## src/rtl/cpu_clk_pkg.sv

```systemverilog
// Shared types and default ratios for the processor clock sequencer.
//   state_e          : sequencer state encoding
//   DIV_*_DEF        : default half-period-minus-one ratios (board clocks)
//   CNT_W/CYC_W_DEF  : default divider and cycle counter widths
package cpu_clk_pkg;

    typedef enum logic [1:0] {
        HALTED   = 2'd0,
        RUN      = 2'd1,
        STEP     = 2'd2,
        STOPPING = 2'd3
    } state_e;

    localparam int unsigned DIV_FAST_DEF = 1;
    localparam int unsigned DIV_SLOW_DEF = 2500;
    localparam int unsigned CNT_W_DEF    = 32;
    localparam int unsigned CYC_W_DEF    = 32;

endpackage

```

## src/rtl/clk_phase_counter.sv

```systemverilog
// Half-period counter with a ratio latch that only updates at phase start.
//   clk, reset   : board clock, async active-low reset
//   en_i         : count this clk
//   clr_i        : force count back to zero (takes priority over en_i)
//   div_nxt_i    : candidate ratio, adopted only while count is zero
//   tc_c_o       : combinational terminal count (count reached current ratio)
module clk_phase_counter
    import cpu_clk_pkg::*;
#(
    parameter int unsigned CNT_W = CNT_W_DEF
) (
    input  logic             clk,
    input  logic             reset,
    input  logic             en_i,
    input  logic             clr_i,
    input  logic [CNT_W-1:0] div_nxt_i,
    output logic             tc_c_o
);

    logic [CNT_W-1:0] count_q, count_d;
    logic [CNT_W-1:0] div_q, div_d;
    logic [CNT_W-1:0] div_cur;

    // Ratio for the phase in progress: a new one is taken only at count zero,
    // so a change never shortens a half-period already under way.
    always_comb begin
        div_cur = (count_q == '0) ? div_nxt_i : div_q;
        div_d   = div_cur;
        tc_c_o  = en_i && (count_q == div_cur);
        count_d = count_q;
        if (clr_i) begin
            count_d = '0;
        end else if (en_i) begin
            count_d = tc_c_o ? '0 : count_q + CNT_W'(1);
        end
    end

    always_ff @(posedge clk or negedge reset) begin
        if (!reset) begin
            count_q <= '0;
            div_q   <= '0;
        end else begin
            count_q <= count_d;
            div_q   <= div_d;
        end
    end

endmodule

```

## src/rtl/cpu_clock_controller.sv

```systemverilog
// Processor clock sequencer: divides the board clock into cpu_clk and applies
// run / single-step / halt control so the core always stops with cpu_clk low.
//   clk, reset   : board clock, async active-low reset
//   set_freq     : 1 = fast ratio, 0 = slow ratio
//   run_req      : pulse, start free running (blocked while halt is high)
//   step_req     : pulse, run exactly one cpu_clk period
//   halt_req     : pulse, stop after the current period
//   halt         : level from core, stops free running
//   cpu_clk      : divided processor clock
//   cpu_tick     : pulse in the clk where cpu_clk rises
//   running      : RUN, STEP or STOPPING
//   halted       : HALTED
//   cycle_count  : number of cpu_clk rising edges (wrapping)
module cpu_clock_controller
    import cpu_clk_pkg::*;
#(
    parameter int unsigned DIV_FAST  = DIV_FAST_DEF,
    parameter int unsigned DIV_SLOW  = DIV_SLOW_DEF,
    parameter int unsigned CNT_W     = CNT_W_DEF,
    parameter int unsigned CYC_W     = CYC_W_DEF,
    parameter bit          START_RUN = 1'b1
) (
    input  logic             clk,
    input  logic             reset,
    input  logic             set_freq,
    input  logic             run_req,
    input  logic             step_req,
    input  logic             halt_req,
    input  logic             halt,
    output logic             cpu_clk,
    output logic             cpu_tick,
    output logic             running,
    output logic             halted,
    output logic [CYC_W-1:0] cycle_count
);

    localparam state_e RST_STATE = START_RUN ? RUN : HALTED;

    state_e           state_q, state_d;
    logic             cpu_clk_q, cpu_clk_d;
    logic             cpu_tick_q, cpu_tick_d;
    logic             running_q, running_d;
    logic             halted_q, halted_d;
    logic [CYC_W-1:0] cycle_count_q, cycle_count_d;

    logic             en_c;
    logic             clr_c;
    logic             tc_c;
    logic [CNT_W-1:0] div_sel_c;

    // Divider runs while sequencing; STOPPING with cpu_clk low stops at once.
    always_comb begin
        en_c      = (state_q == RUN) || (state_q == STEP) ||
                    ((state_q == STOPPING) && cpu_clk_q);
        clr_c     = !en_c;
        div_sel_c = set_freq ? CNT_W'(DIV_FAST) : CNT_W'(DIV_SLOW);
    end

    clk_phase_counter #(
        .CNT_W (CNT_W)
    ) u_phase (
        .clk       (clk),
        .reset     (reset),
        .en_i      (en_c),
        .clr_i     (clr_c),
        .div_nxt_i (div_sel_c),
        .tc_c_o    (tc_c)
    );

    // Next state, clock phase, tick and cycle count.
    always_comb begin
        logic rise;
        logic fall;
        rise          = tc_c && !cpu_clk_q;
        fall          = tc_c && cpu_clk_q;
        state_d       = state_q;
        cpu_clk_d     = tc_c ? !cpu_clk_q : cpu_clk_q;
        cpu_tick_d    = rise;
        cycle_count_d = cycle_count_q + CYC_W'(rise);

        unique case (state_q)
            HALTED: begin
                // halt_req has nothing to stop here, so step outranks run.
                if (step_req) begin
                    state_d = STEP;
                end else if (run_req && !halt) begin
                    state_d = RUN;
                end
            end
            RUN: begin
                if (halt_req || halt) begin
                    state_d = STOPPING;
                end
            end
            STEP: begin
                // The rising edge is the step; STOPPING then finishes the low edge.
                if (halt_req || rise) begin
                    state_d = STOPPING;
                end
            end
            STOPPING: begin
                if (!cpu_clk_q || fall) begin
                    state_d = HALTED;
                end
            end
            default: state_d = HALTED;
        endcase

        running_d = (state_d != HALTED);
        halted_d  = (state_d == HALTED);
    end

    always_ff @(posedge clk or negedge reset) begin
        if (!reset) begin
            state_q       <= RST_STATE;
            cpu_clk_q     <= 1'b0;
            cpu_tick_q    <= 1'b0;
            running_q     <= START_RUN;
            halted_q      <= !START_RUN;
            cycle_count_q <= '0;
        end else begin
            state_q       <= state_d;
            cpu_clk_q     <= cpu_clk_d;
            cpu_tick_q    <= cpu_tick_d;
            running_q     <= running_d;
            halted_q      <= halted_d;
            cycle_count_q <= cycle_count_d;
        end
    end

    assign cpu_clk     = cpu_clk_q;
    assign cpu_tick    = cpu_tick_q;
    assign running     = running_q;
    assign halted      = halted_q;
    assign cycle_count = cycle_count_q;

endmodule

```

## config.mk

```make
export PLATFORM = sky130hd
export DESIGN_NAME = cpu_clock_controller
export DESIGN_NICKNAME = d
export VERILOG_FILES = /design/src/rtl/cpu_clk_pkg.sv /design/src/rtl/clk_phase_counter.sv /design/src/rtl/cpu_clock_controller.sv
export SDC_FILE = /design/constraint.sdc
export NUM_CORES = 1
export LEC_CHECK = 0
export BUFFER_PORTS_ARGS = -buffer_cell sky130_fd_sc_hd__buf_2
export CORE_MARGIN = 5
export CORE_UTILIZATION = 50
export CTS_BUF_LIST = sky130_fd_sc_hd__clkbuf_4
export CTS_CLUSTER_DIAMETER = 150
export DETAILED_ROUTE_END_ITERATION = 8
export PLACE_DENSITY = 0.81
export SKIP_LAST_GASP = 1
export SLEW_MARGIN = 10
export SYNTH_ARGS = -nofsm -noshare
export SYNTH_HDL_FRONTEND = slang
export SYNTH_SLANG_ARGS = --single-unit
```

## constraint.sdc

```tcl
create_clock -name clk -period 7.5 [get_ports clk]
set_clock_uncertainty 0.05 [all_clocks]
set_input_delay 0.75 -clock clk [delete_from_list [all_inputs] [get_ports clk]]
set_output_delay 0.75 -clock clk [all_outputs]
set_load 0.03 [all_outputs]
```

==> summary.txt, run 1 <==
Critical path
  – Setup crit start kind: register
  – Critical Path, Cell by Cell: nor4_1, nand4_2, nor2_1, a31oi_1, a2111oi_0, nor3b_2, nand2_1, nor2_1, ha_1, ha_1, and3_1, nor2b_1, nand2_1, nor2_1, nand2_1, xnor2_1
  – Reg2Reg Launch Point: u_phase.count_q[15]
  – Worst setup path class: register to register
  – Arrival time worst endpoint: 5140 ps
  – Req. time, crit path: 7800 ps
  – Worst reg-to-reg setup slack: 2660 ps
  – CP Capture Type: register
  – Critical Path Max Stage Delay: 700 ps
  – Worst Path Buf+Inv: 0
  – Worst Reg-to-Reg Cells: 16
  – Top delay family on crit path: simple AND/OR/NAND/NOR gates
  – Worst reg2reg path endpoint: cycle_count[30]
  – CP Max Fanout: 12
  – CP max stage cell: nor2_1

CTS
  – H-tree levels: 3
  – TritonCTS clock tree: built
  – Clock Latency Late Sink: 450 ps
  – CTS buffer count: 9
  – Setup repair bufs after CTS: 0
  – Cts repair resizes: 0
  – Root Buffer: clkbuf_4
  – Hold Buf Count CTS: 0
  – Clock sinks: 102
  – Buffer depth of the longest clock path: 2
  – Clock transition at the registers of the reported paths: 160 ps

Timing
  – Slew HR: 43.7%
  – Final Hold Slack: 211 ps
  – Fmax achieved: 207 MHz
  – Fin. max-slew vios: 0
  – Setup TNS: 0 ps
  – Tmin final: 4840 ps
  – RSZ-0062 raised after global routing: false
  – Final Hold Vio Count: 0
  – Final setup viols: 0
  – Final worst slack: 2660 ps
  – Worst slew pin tran: 844 ps
  – Fin crit share: 64.6%

Placement
  – Post-DP HPWL: 7450 um
  – PortBufs: 42
  – Post-Place Cell Area: 5190 um2
  – Placer congestion estimate: 0.892
  – Pre-CTS WS: 2710 ps

Drt
  – Drt total wl: 10200 um
  – Residual DRC count: 0
  – DRT antenna net count: 0
  – Initial DRT Pass Iterations: 4
  – Via count: 3498
  – Vias per inst: 5.38
  – Number of DRC markers in iteration 0: 214
  – Average wire per cell in the routed design: 15.7 um

Floorplanning
  – Row cnt: 36
  – CORE AREA: 9680 um2
  – Boundary pin count: 43
  – Die area: 11900 um2
  – Starting Density: 50.6%
  – Die width: 109 um
  – Die Ht: 109 um

GRT
  – Number of global-route vias before repair: 3505
  – Largest net degree at the start of global routing: 58
  – Initial antenna violation count: 0
  – Total grt overflow: 0
  – First-pass GRT wire length: 17200 um
  – Gr usage total: 18.2%

Pwr
  – Sequential fraction of design power: 48.2%
  – Psw: 527 uW
  – Net Sw Frac: 39.5%
  – P per Cell Area: 250 nW/um2
  – Total Power: 1330 uW
  – Comb power frac: 31.4%
  – Pint: 807 uW
  – Clock power frac: 20.5%
  – Pleak: 0.00267 uW
  – Maximum VDD drop: 0.281 mV

Synthesis
  – Area leader, netlist: dfrtp_1
  – Synthesized flop and latch total: 102
  – Mapped Area: 4900 um2
  – Count leader, synth: dfrtp_1
  – Async S/R FF share, synth: 100%
  – EDFF count, synth: 0
  – Syn Inst Count: 474
  – Syn Nets: 489
  – Top cells by count, synth: 100 x dfrtp_1, 53 x nor2_1, 42 x xnor2_1
  – Cell variety after synth: 50
  – Ranking of synthesized cells by area: dfrtp_1 51%, xnor2_1 7.5%, xor2_1 6.1%
  – Seq/Total Area, Yosys: 52.1%
  – Primary FF master, synth: dfrtp_1
  – Yosys top cell area share: 51.1%
  – Syn Area/Cell: 10.3 um2
  – Synthesis warning total: 0

Worst hold path
  – Hold/Removal Path Class: primary input to asynchronous set/reset pin

Flow run
  – Max-cap violations: 0

Cells and area
  – ANT cells: 0
  – Total Nets Final: 527
  – Layout Area Growth over Synthesis: 8.66%
  – Finished Cell Area: 5320 um2
  – Layout cells sized above 1: 13.7%

Status
  – Status: completed
[metrics by stage]
step | utilization (%) | instances
finish | 55.0 | 650
global route | 55.0 | 650
CTS | 55.0 | 650
detailed placement | 53.6 | 634
global placement | 53.6 | 634
floorplan | - | 474
[worst max path at each step]
stage | from | endpoint | slack (ps) | cells past startpoint
after CTS | u_phase.count_q[12] | cycle_count[30] | 2700 | 16
final | u_phase.count_q[15] | cycle_count[30] | 2660 | 16
after floorplan | u_phase.count_q[0] | cycle_count[26] | 3740 | 20
after detailed placement | u_phase.count_q[15] | cycle_count[30] | 2710 | 16
after global routing | u_phase.count_q[12] | cycle_count[26] | 2020 | 16
after global placement | u_phase.count_q[12] | cycle_count[26] | 3000 | 16
[registers in the layout (all words and copies together) (netlist names)]
signal	cells
cpu_tick	1
running	1
u_phase.div_q	32
halted	1
cycle_count	32
u_phase.count_q	32
state_q	2
cpu_clk	1
[cells by family after synthesis]
family / share of synthesized area (%)
fa+ha+maj: 2.04
buf+inv: 3.88
flops: 52.1
simple gates: 21.4
compound gates: 6.92
xor+xnor: 13.6
[final cells by class]
type,instances,area [um2]
fill,856,4360
sequential,102,2550
multi-input combinational,331,2150
timing repair buffer,43,220
tap,133,166
inverter,25,93.8
clock buffer,9,67.6
clock inverter,7,66.3
[routing by layer]
metal	GRT usage, %	share of wire (%)	vias to the layer above
met5	0	0	-
li1	-	-	1667
met3	3.61	4.6	10
met4	4.69	1.2	0
met2	29.8	49	75
met1	24.8	46	1746
[cells in the final DEF (no fill, tap or decap), drive strengths merged, types with 2 or more instances in the layout]
master	instances
a2111o	2
a2111oi	4
a21o	3
a21oi	4
a221oi	2
a22oi	3
a2bb2oi	2
a31oi	3
and2	20
and3	18
and3b	2
and4	3
buf	43
clkbuf	9
clkinv	3
dfrtp	100
dfstp	2
ha	8
inv	28
nand2	37
nand2b	4
nand3	27
nand4	10
nor2	54
nor2b	6
nor3	6
nor3b	2
nor4	7
o21ai	10
o221ai	2
o22ai	4
o2bb2ai	2
xnor2	42
xor2	34
[power by group through the flow]
stage	Combinational [uW]	Clock [uW]	Sequential [uW]
floorplan	327	0	660
detailed placement	419	0	651
finish	418	273	643
global placement	402	0	648
CTS	421	279	641
global route	468	303	647
[worst reg2reg max path, delay by kind of cell, from the launching register on]
| kind | cells | cell delay [ps] |
|---|---|---|
| AOI/OAI and AO/OA | 2 | 440 |
| xor gates and xnor gates | 1 | 120 |
| DFF | 1 | 490 |
| adders and majority gates | 2 | 500 |
| and+or+nand+nor | 11 | 3140 |
Power figures use the tool's default switching activity.
==> inputs of run 2 (changes only) <==
--- a/config.mk
+++ b/config.mk
@@ -5,13 +5,14 @@
 export SDC_FILE = /design/constraint.sdc
 export NUM_CORES = 1
 export LEC_CHECK = 0
+export ABC_AREA = 1
 export BUFFER_PORTS_ARGS = -buffer_cell sky130_fd_sc_hd__buf_2
 export CORE_MARGIN = 5
 export CORE_UTILIZATION = 50
 export CTS_BUF_LIST = sky130_fd_sc_hd__clkbuf_4
 export CTS_CLUSTER_DIAMETER = 150
 export DETAILED_ROUTE_END_ITERATION = 8
-export PLACE_DENSITY = 0.81
+export PLACE_DENSITY = 0.83
 export SKIP_LAST_GASP = 1
 export SLEW_MARGIN = 10
 export SYNTH_ARGS = -nofsm -noshare
==> constraint.sdc (replaced) <==
create_clock -name clk -period 4.1 [get_ports clk]
set_clock_uncertainty 0.05 [all_clocks]
set_input_delay 0.41 -clock clk [delete_from_list [all_inputs] [get_ports clk]]
set_output_delay 0.41 -clock clk [all_outputs]
set_load 0.03 [all_outputs]
==> run 2 against run 1 <==
The run now ends with negative hold slack, negative setup slack left. Routed wire length up 68%. Core utilization up 13 points. Count of clock-buffer cells in the layout unchanged. Critical path depth is 11 higher. Sequential share of layout area shrank 13 points. Non-clock buffer count up 126. Register-to-register slack worse by 3100 ps.
==> summary.txt, run 2 <==
Cells and area
  – Layout Area Growth over Synthesis: 33.4%
  – Fin util: 67.6% (+13 points)
  – Commonest non-fill, non-tap cell in the layout: nand2_1
  – Commonest non-fill, non-tap cells in the layout: 145 x nand2_1, 120 x buf_4, 100 x dfrtp_1, 97 x inv_1, 88 x nor2_1
  – Layout cells sized above 1: 30.3% (+17 points)
  – Final non-filler cell total: 1011 (+56%)
  – Total Nets Final: 880 (+67%)

Synthesis
  – Cell variety after synth: 35 (-30%)
  – EDFF count, synth: 0 (unchanged)
  – Async S/R FF share, synth: 100% (unchanged)
  – Top cells by count, synth: 155 x nand2_1, 103 x nor2_1, 102 x inv_1
  – Synthesis warning total: 0 (unchanged)
  – Primary FF master, synth: dfrtp_1
  – Area leader, netlist: dfrtp_1
  – Yosys top cell area share: 45.8% (-5.3 points)
  – Mapped Area: 5470 um2 (+12%)
  – Synthesized flop and latch total: 102 (unchanged)
  – Ranking of synthesized cells by area: dfrtp_1 46%, nand2_1 11%, nor2_1 7.1%
  – Syn Nets: 711 (+45%)
  – Syn Area/Cell: 7.85 um2 (-24%)
  – Syn Inst Count: 696 (+47%)
  – Seq/Total Area, Yosys: 46.7% (-5.4 points)
  – Count leader, synth: nand2_1

Critical path
  – Worst Reg-to-Reg Cells: 27 (+11)
  – CP max stage cell: dfrtp_1
  – Worst setup path class: register to register
  – Critical Path Max Stage Delay: 470 ps (-230 ps)
  – CP Max Fanout: 8 (-4)
  – Worst reg-to-reg setup slack: -440 ps (-3100 ps)
  – Arrival time worst endpoint: 4960 ps (-180 ps)
  – Setup crit start kind: register
  – Reg2Reg Launch Point: u_phase.count_q[27]
  – Req. time, crit path: 4510 ps (-3290 ps)
  – Worst reg2reg path endpoint: cycle_count[29]
  – CP Capture Type: register

Floorplanning
  – Die width: 115 um (+5.1%)
  – Row cnt: 38 (+5.6%)
  – Die area: 13100 um2 (+10%)
  – Starting Density: 50.6% (about the same)
  – Boundary pin count: 43 (unchanged)
  – CORE AREA: 10800 um2 (+11%)
  – Die Ht: 115 um (+5.1%)

CTS
  – CTS buffer count: 9 (unchanged)
  – Clock transition at the registers of the reported paths: 190 ps (+30 ps)
  – Clock sinks: 102 (unchanged)
  – Hold Buf Count CTS: 0 (unchanged)
  – Root Buffer: clkbuf_4
  – Buffer depth of the longest clock path: 2 (unchanged)
  – H-tree levels: 3 (unchanged)
  – Clock Latency Late Sink: 510 ps (+60 ps)
  – TritonCTS clock tree: built

Placement
  – Placed Cells: 966 (+52%)
  – Placer congestion estimate: 0.967 (+8.5%)
  – PortBufs: 42 (unchanged)
  – Post-DP HPWL: 10300 um (+38%)

GRT
  – Number of global-route vias before repair: 5517 (+57%)
  – Gr usage total: 25.7% (+7.5 points)
  – Total grt overflow: 0 (unchanged)
  – First-pass GRT wire length: 26700 um (+55%)
  – Largest net degree at the start of global routing: 80 (+38%)
  – Initial antenna violation count: 1 (+1)

Worst hold path
  – Hold/Removal Path Class: primary input to asynchronous set/reset pin

Timing
  – Slew HR: 34.2% (-9.5 points)
  – Final Hold Slack: -17.5 ps (-228 ps)
  – Tmin final: 4540 ps (-297 ps)
  – Fin. max-slew vios: 0 (unchanged)
  – Final setup viols: 18 (+18)
  – RSZ-0062 raised after global routing: true
  – Worst slew pin tran: 987 ps (+143 ps)
  – Fin crit share: 111% (+46 points)
  – Final Hold Vio Count: 19 (+19)
  – Fmax achieved: 220 MHz (+6.5%)
  – Final worst slack: -445 ps (-3100 ps)

Pwr
  – P per Cell Area: 448 nW/um2 (+79%)
  – Pleak: 0.00382 uW (+43%)
  – Maximum VDD drop: 0.353 mV (+26%)
  – Total Power: 3270 uW (+140%)

Drt
  – Drt total wl: 17200 um (+68%)
  – Via count: 5614 (+60%)
  – Average wire per cell in the routed design: 17.0 um (+7.9%)
  – DRT antenna net count: 0 (unchanged)
  – Number of DRC markers in iteration 0: 661 (+210%)
  – Residual DRC count: 0 (unchanged)
  – Vias per inst: 5.55 (+3.2%)
  – Initial DRT Pass Iterations: 6 (+2)

Status
  – Failing checks: negative hold slack, negative setup slack
  – Status: finished with violations

Flow run
  – Max-cap violations: 0 (unchanged)
==> run 2: changes by cell type after synthesis, sizes merged, moves of 6 or more <==
| cell | previous run | this run |
|---|---|---|
| and2 | 20 | 1 |
| and3 | 18 | 2 |
| clkbuf | 7 | 0 |
| inv | 25 | 106 |
| nand2 | 37 | 158 |
| nand3 | 27 | 41 |
| nand4 | 10 | 16 |
| nor2 | 54 | 112 |
| nor3 | 6 | 29 |
| nor4 | 7 | 13 |
| o21ai | 10 | 26 |
| xnor2 | 42 | 8 |
==> run 2: logic make-up (layout without fill, tap and decap cells) <==
logic type / after synthesis / after routing / synth area share (%)
buffers and inverters: 118 / 292 / 9.02
flip-flops: 102 / 102 / 46.7
AND/OR/NAND/NOR: 380 / 380 / 30.9
other: 0 / 1 / 0
AO/OA/AOI/OAI: 41 / 41 / 3.98
adder cells (fa/ha/maj): 8 / 8 / 1.83
XOR/XNOR: 47 / 47 / 7.53
==> run 2: critical path: cells and delay by family, from the launching register on <==
family	cells	cell delay, ps
xor gates and xnor gates	1	160
buffers and inverters	3	480
DFF	1	470
adders and majority gates	1	170
and+or+nand+nor	22	3170
==> run 2: final cells by class <==
cell class              count  area (um2)
multi-input cells         476        2750
repair buffers            169        1240
fillers                   733        3500
inverters                 107         402
well taps                 140         175
clock inverters             7        95.1
diodes                      1        2.50
flip-flops and latches    102        2550
clock buffers               9        67.6
==> run 2: worst max path at each step <==
stage	start	to	slack (ps)	cells after the start
4_1_cts	u_phase.count_q[1]	cycle_count[28]	-150	33
3_5_place_dp	u_phase.count_q[0]	cycle_count[31]	-390	32
5_1_grt	u_phase.count_q[21]	cycle_count[28]	-850	29
6_report	u_phase.count_q[27]	cycle_count[29]	-440	27
3_3_place_gp	u_phase.count_q[0]	cycle_count[29]	-190	32
2_1_floorplan	u_phase.count_q[0]	cycle_count[30]	-30	31
==> run 2: repair_timing <==
| action | CTS | global route |
|---|---|---|
| pin swaps | 18 | 16 |
| setup buffers | 20 | 13 |
| endpoints found under the setup margin | 14 | 19 |
| cloned | 2 | 0 |
| gates resized for setup | 57 | 31 |
==> run 2: per-stage QoR <==
| stage | setup TNS, ps | worst slack [ps] | hold slack (ps) | cell area, um2 |
|---|---|---|---|---|
| 2_1_floorplan | -34.5 | -34.5 | 64.4 | 5480 |
| 3_3_place_gp | -1050 | -190 | 416 | 6530 |
| 3_5_place_dp | -3010 | -389 | 414 | 6530 |
| 4_1_cts | -939 | -154 | 30.2 | 7120 |
| 5_1_grt | -10930 | -849 | 40.9 | 7290 |
| 6_report | -4800 | -445 | -17.5 | 7290 |
==> run 2: metal layers <==
metal	GRT usage [%]	wire length [um]	vias to the layer above
met1	31.7	6520	2591
li1	-	-	2540
met2	42.6	8230	369
met5	0	0	-
met4	13.7	1080	0
met3	4.70	1350	114
==> run 2: power breakdown <==
group          switching (uW)  internal, uW  total [uW]
Sequential               46.3          1090        1130
Combinational             882           644        1530
Clock                     400           206         606
==> inputs of run 3 (changes only) <==
--- a/config.mk
+++ b/config.mk
@@ -5,7 +5,6 @@
 export SDC_FILE = /design/constraint.sdc
 export NUM_CORES = 1
 export LEC_CHECK = 0
-export ABC_AREA = 1
 export BUFFER_PORTS_ARGS = -buffer_cell sky130_fd_sc_hd__buf_2
 export CORE_MARGIN = 5
 export CORE_UTILIZATION = 50
==> constraint.sdc (replaced) <==
create_clock -name clk -period 4 [get_ports clk]
set_clock_uncertainty 0.05 [all_clocks]
set_input_delay 0.4 -clock clk [delete_from_list [all_inputs] [get_ports clk]]
set_output_delay 0.4 -clock clk [all_outputs]
set_load 0.03 [all_outputs]
==> run 3 against run 2 <==
The flow now finishes without violations. Die area down 9.5%. Clock power down 18%. Core utilization is 10 points lower. Routed wire length down 37%. Register-to-register slack better by 690 ps. Largest cell class is now registers.
==> summary.txt, run 3 (synthesized netlist as in run 1, its figures left out) <==
GRT
  – First-pass GRT wire length: 17800 um (-33%)
  – Initial antenna violation count: 1 (unchanged)
  – Largest net degree at the start of global routing: 72 (-10%)
  – Number of global-route vias before repair: 3680 (-33%)
  – Total grt overflow: 0 (unchanged)
  – Gr usage total: 19.1% (-6.6 points)

Critical path
  – Worst setup path class: register to register
  – CP max stage cell: a2111oi_1
  – Setup crit start kind: register
  – CP Max Fanout: 5 (-3)
  – CP Capture Type: register
  – Critical Path, Cell by Cell: buf_4, xnor2_1, nand2_1, a2111oi_1, a31oi_1, a2111oi_0, nor3b_2, nand2_2, nor2_2, ha_2, ha_1, and3_2, nor2b_4, nand2_1, nor2_2, nand2_1, xnor2_1
  – Worst reg-to-reg setup slack: 240 ps (+690 ps)
  – Arrival time worst endpoint: 4090 ps (-870 ps)
  – Critical Path Max Stage Delay: 450 ps (-20 ps)
  – Req. time, crit path: 4330 ps (-180 ps)
  – Cell repeated most along the worst path: nand2_1

Timing
  – Fin. max-slew vios: 0 (unchanged)
  – Slew HR: 42.4% (+8.2 points)
  – Worst slew pin tran: 864 ps (-123 ps)
  – Setup TNS: 0 ps (+4800 ps)
  – Tmin final: 3760 ps (-790 ps)
  – Fin crit share: 93.9% (-17 points)
  – Final Hold Vio Count: 0 (-19)
  – Final setup viols: 0 (-18)
  – Fmax achieved: 266 MHz (+21%)
  – Final Hold Slack: 281 ps (+298 ps)

Placement
  – Post-Place Cell Area: 5390 um2 (-17%)
  – Placed Cells: 661 (-32%)
  – Post-DP HPWL: 7880 um (-23%)
  – PortBufs: 42 (unchanged)
  – Placer congestion estimate: 0.935 (-3.4%)

Floorplanning
  – Boundary pin count: 43 (unchanged)
  – Starting Density: 50.6% (about the same)
  – Row cnt: 36 (-5.3%)
  – Die width: 109 um (-4.9%)
  – CORE AREA: 9680 um2 (-10%)
  – Die Ht: 109 um (-4.9%)
  – Die area: 11900 um2 (-9.5%)

Cells and area
  – Layout Area Growth over Synthesis: 13.6%
  – Commonest non-fill, non-tap cells in the layout: 100 x dfrtp_1, 51 x nor2_1, 42 x xnor2_1, 41 x buf_2, 36 x nand2_1
  – Fill cells: 825 (+13%)
  – Finished Cell Area: 5570 um2 (-24%)
  – Commonest non-fill, non-tap cell in the layout: dfrtp_1
  – Layout cells sized above 1: 19.3% (-11 points)
  – Total Nets Final: 555 (-37%)
  – Final non-filler cell total: 678 (-33%)
  – Fin util: 57.5% (-10 points)

Pwr
  – Maximum VDD drop: 0.496 mV (+41%)
  – Pleak: 0.00281 uW (-26%)
  – P per Cell Area: 467 nW/um2 (+4.4%)

Drt
  – Via count: 3684 (-34%)
  – Residual DRC count: 0 (unchanged)
  – Drt total wl: 10800 um (-37%)
  – Number of DRC markers in iteration 0: 268 (-59%)
  – DRT antenna net count: 0 (unchanged)
  – Average wire per cell in the routed design: 15.9 um (-6.6%)
  – Initial DRT Pass Iterations: 5 (-1)
  – Vias per inst: 5.43 (-2.1%)

Status
  – Status: completed

CTS
  – Setup repair bufs after CTS: 0 (-100%)
  – Clock transition at the registers of the reported paths: 180 ps (about the same)
  – Clock Latency Late Sink: 470 ps (-40 ps)
  – Clock sinks: 102 (unchanged)
  – TritonCTS clock tree: built
  – Buffer depth of the longest clock path: 2 (unchanged)
  – Root Buffer: clkbuf_4
  – CTS buffer count: 9 (unchanged)
  – H-tree levels: 3 (unchanged)

Flow run
  – Max-cap violations: 0 (unchanged)

Worst hold path
  – Hold/Removal Path Class: primary input to register
[run 3: cell type report]
type                    instances  area, um2  share of cell area (%)
well taps                     133        166                    2.99
diodes                          1       2.50                  0.0449
clock buffers                   9       67.6                    1.21
flip-flops and latches        102       2550                    45.9
inverters                      25       93.8                    1.69
repair buffers                 71        433                    7.78
clock inverters                 6       56.3                    1.01
multi-input cells             331       2190                    39.4
[run 3: critical path: cells and delay by family (launching register included)]
kind            cells  cell delay (ps)
compound gates      3              990
simple gates        9             1360
flops               1              420
buf+inv             1              160
fa+ha+maj           2              410
xor+xnor            2              280
[run 3: path summary, 6_finish.rpt]
path	startpoint	end	depth (start not counted)
setup / recovery	u_phase.count_q[23]	cycle_count[28]	17
hold / removal	halt_req	state_q[0]	4
setup reg to reg	u_phase.count_q[23]	cycle_count[28]	17
hold reg to reg	cycle_count[31]	cycle_count[31]	1
max in group asynchronous	reset	cycle_count[22]	3
min in group asynchronous	reset	u_phase.count_q[28]	2
[run 3: metal layers]
layer | vias up | GRT usage, % | wire, um
li1 | 1731 | - | -
met2 | 117 | 30.1 | 5210
met3 | 18 | 2.78 | 499
met1 | 1818 | 26.4 | 4810
met4 | 0 | 8.30 | 239
met5 | - | 0 | 0
[run 3: stage by stage]
step	power (uW)	setup WS, ps
after floorplan	1850	237
after global placement	2060	199
after detailed placement	2100	-99.2
after CTS	2580	46.0
after global routing	2760	-28.3
final	2600	245
[run 3: repair_timing]
item | 4_1_cts | 5_1_grt
setup endpoints to repair | 4 | 11
resized for setup | 2 | 9
hold buffers | 1 | 0
endpoints found under the hold margin | 1 | 0
pin swaps | 0 | 1
[run 3: where the power goes]
part / internal, uW / total (uW) / leakage (uW) / switching (uW)
Combinational: 337 / 921 / 0.00135 / 584
Sequential: 1120 / 1190 / 0.00140 / 66.3
Clock: 136 / 495 / 0.0000660 / 358
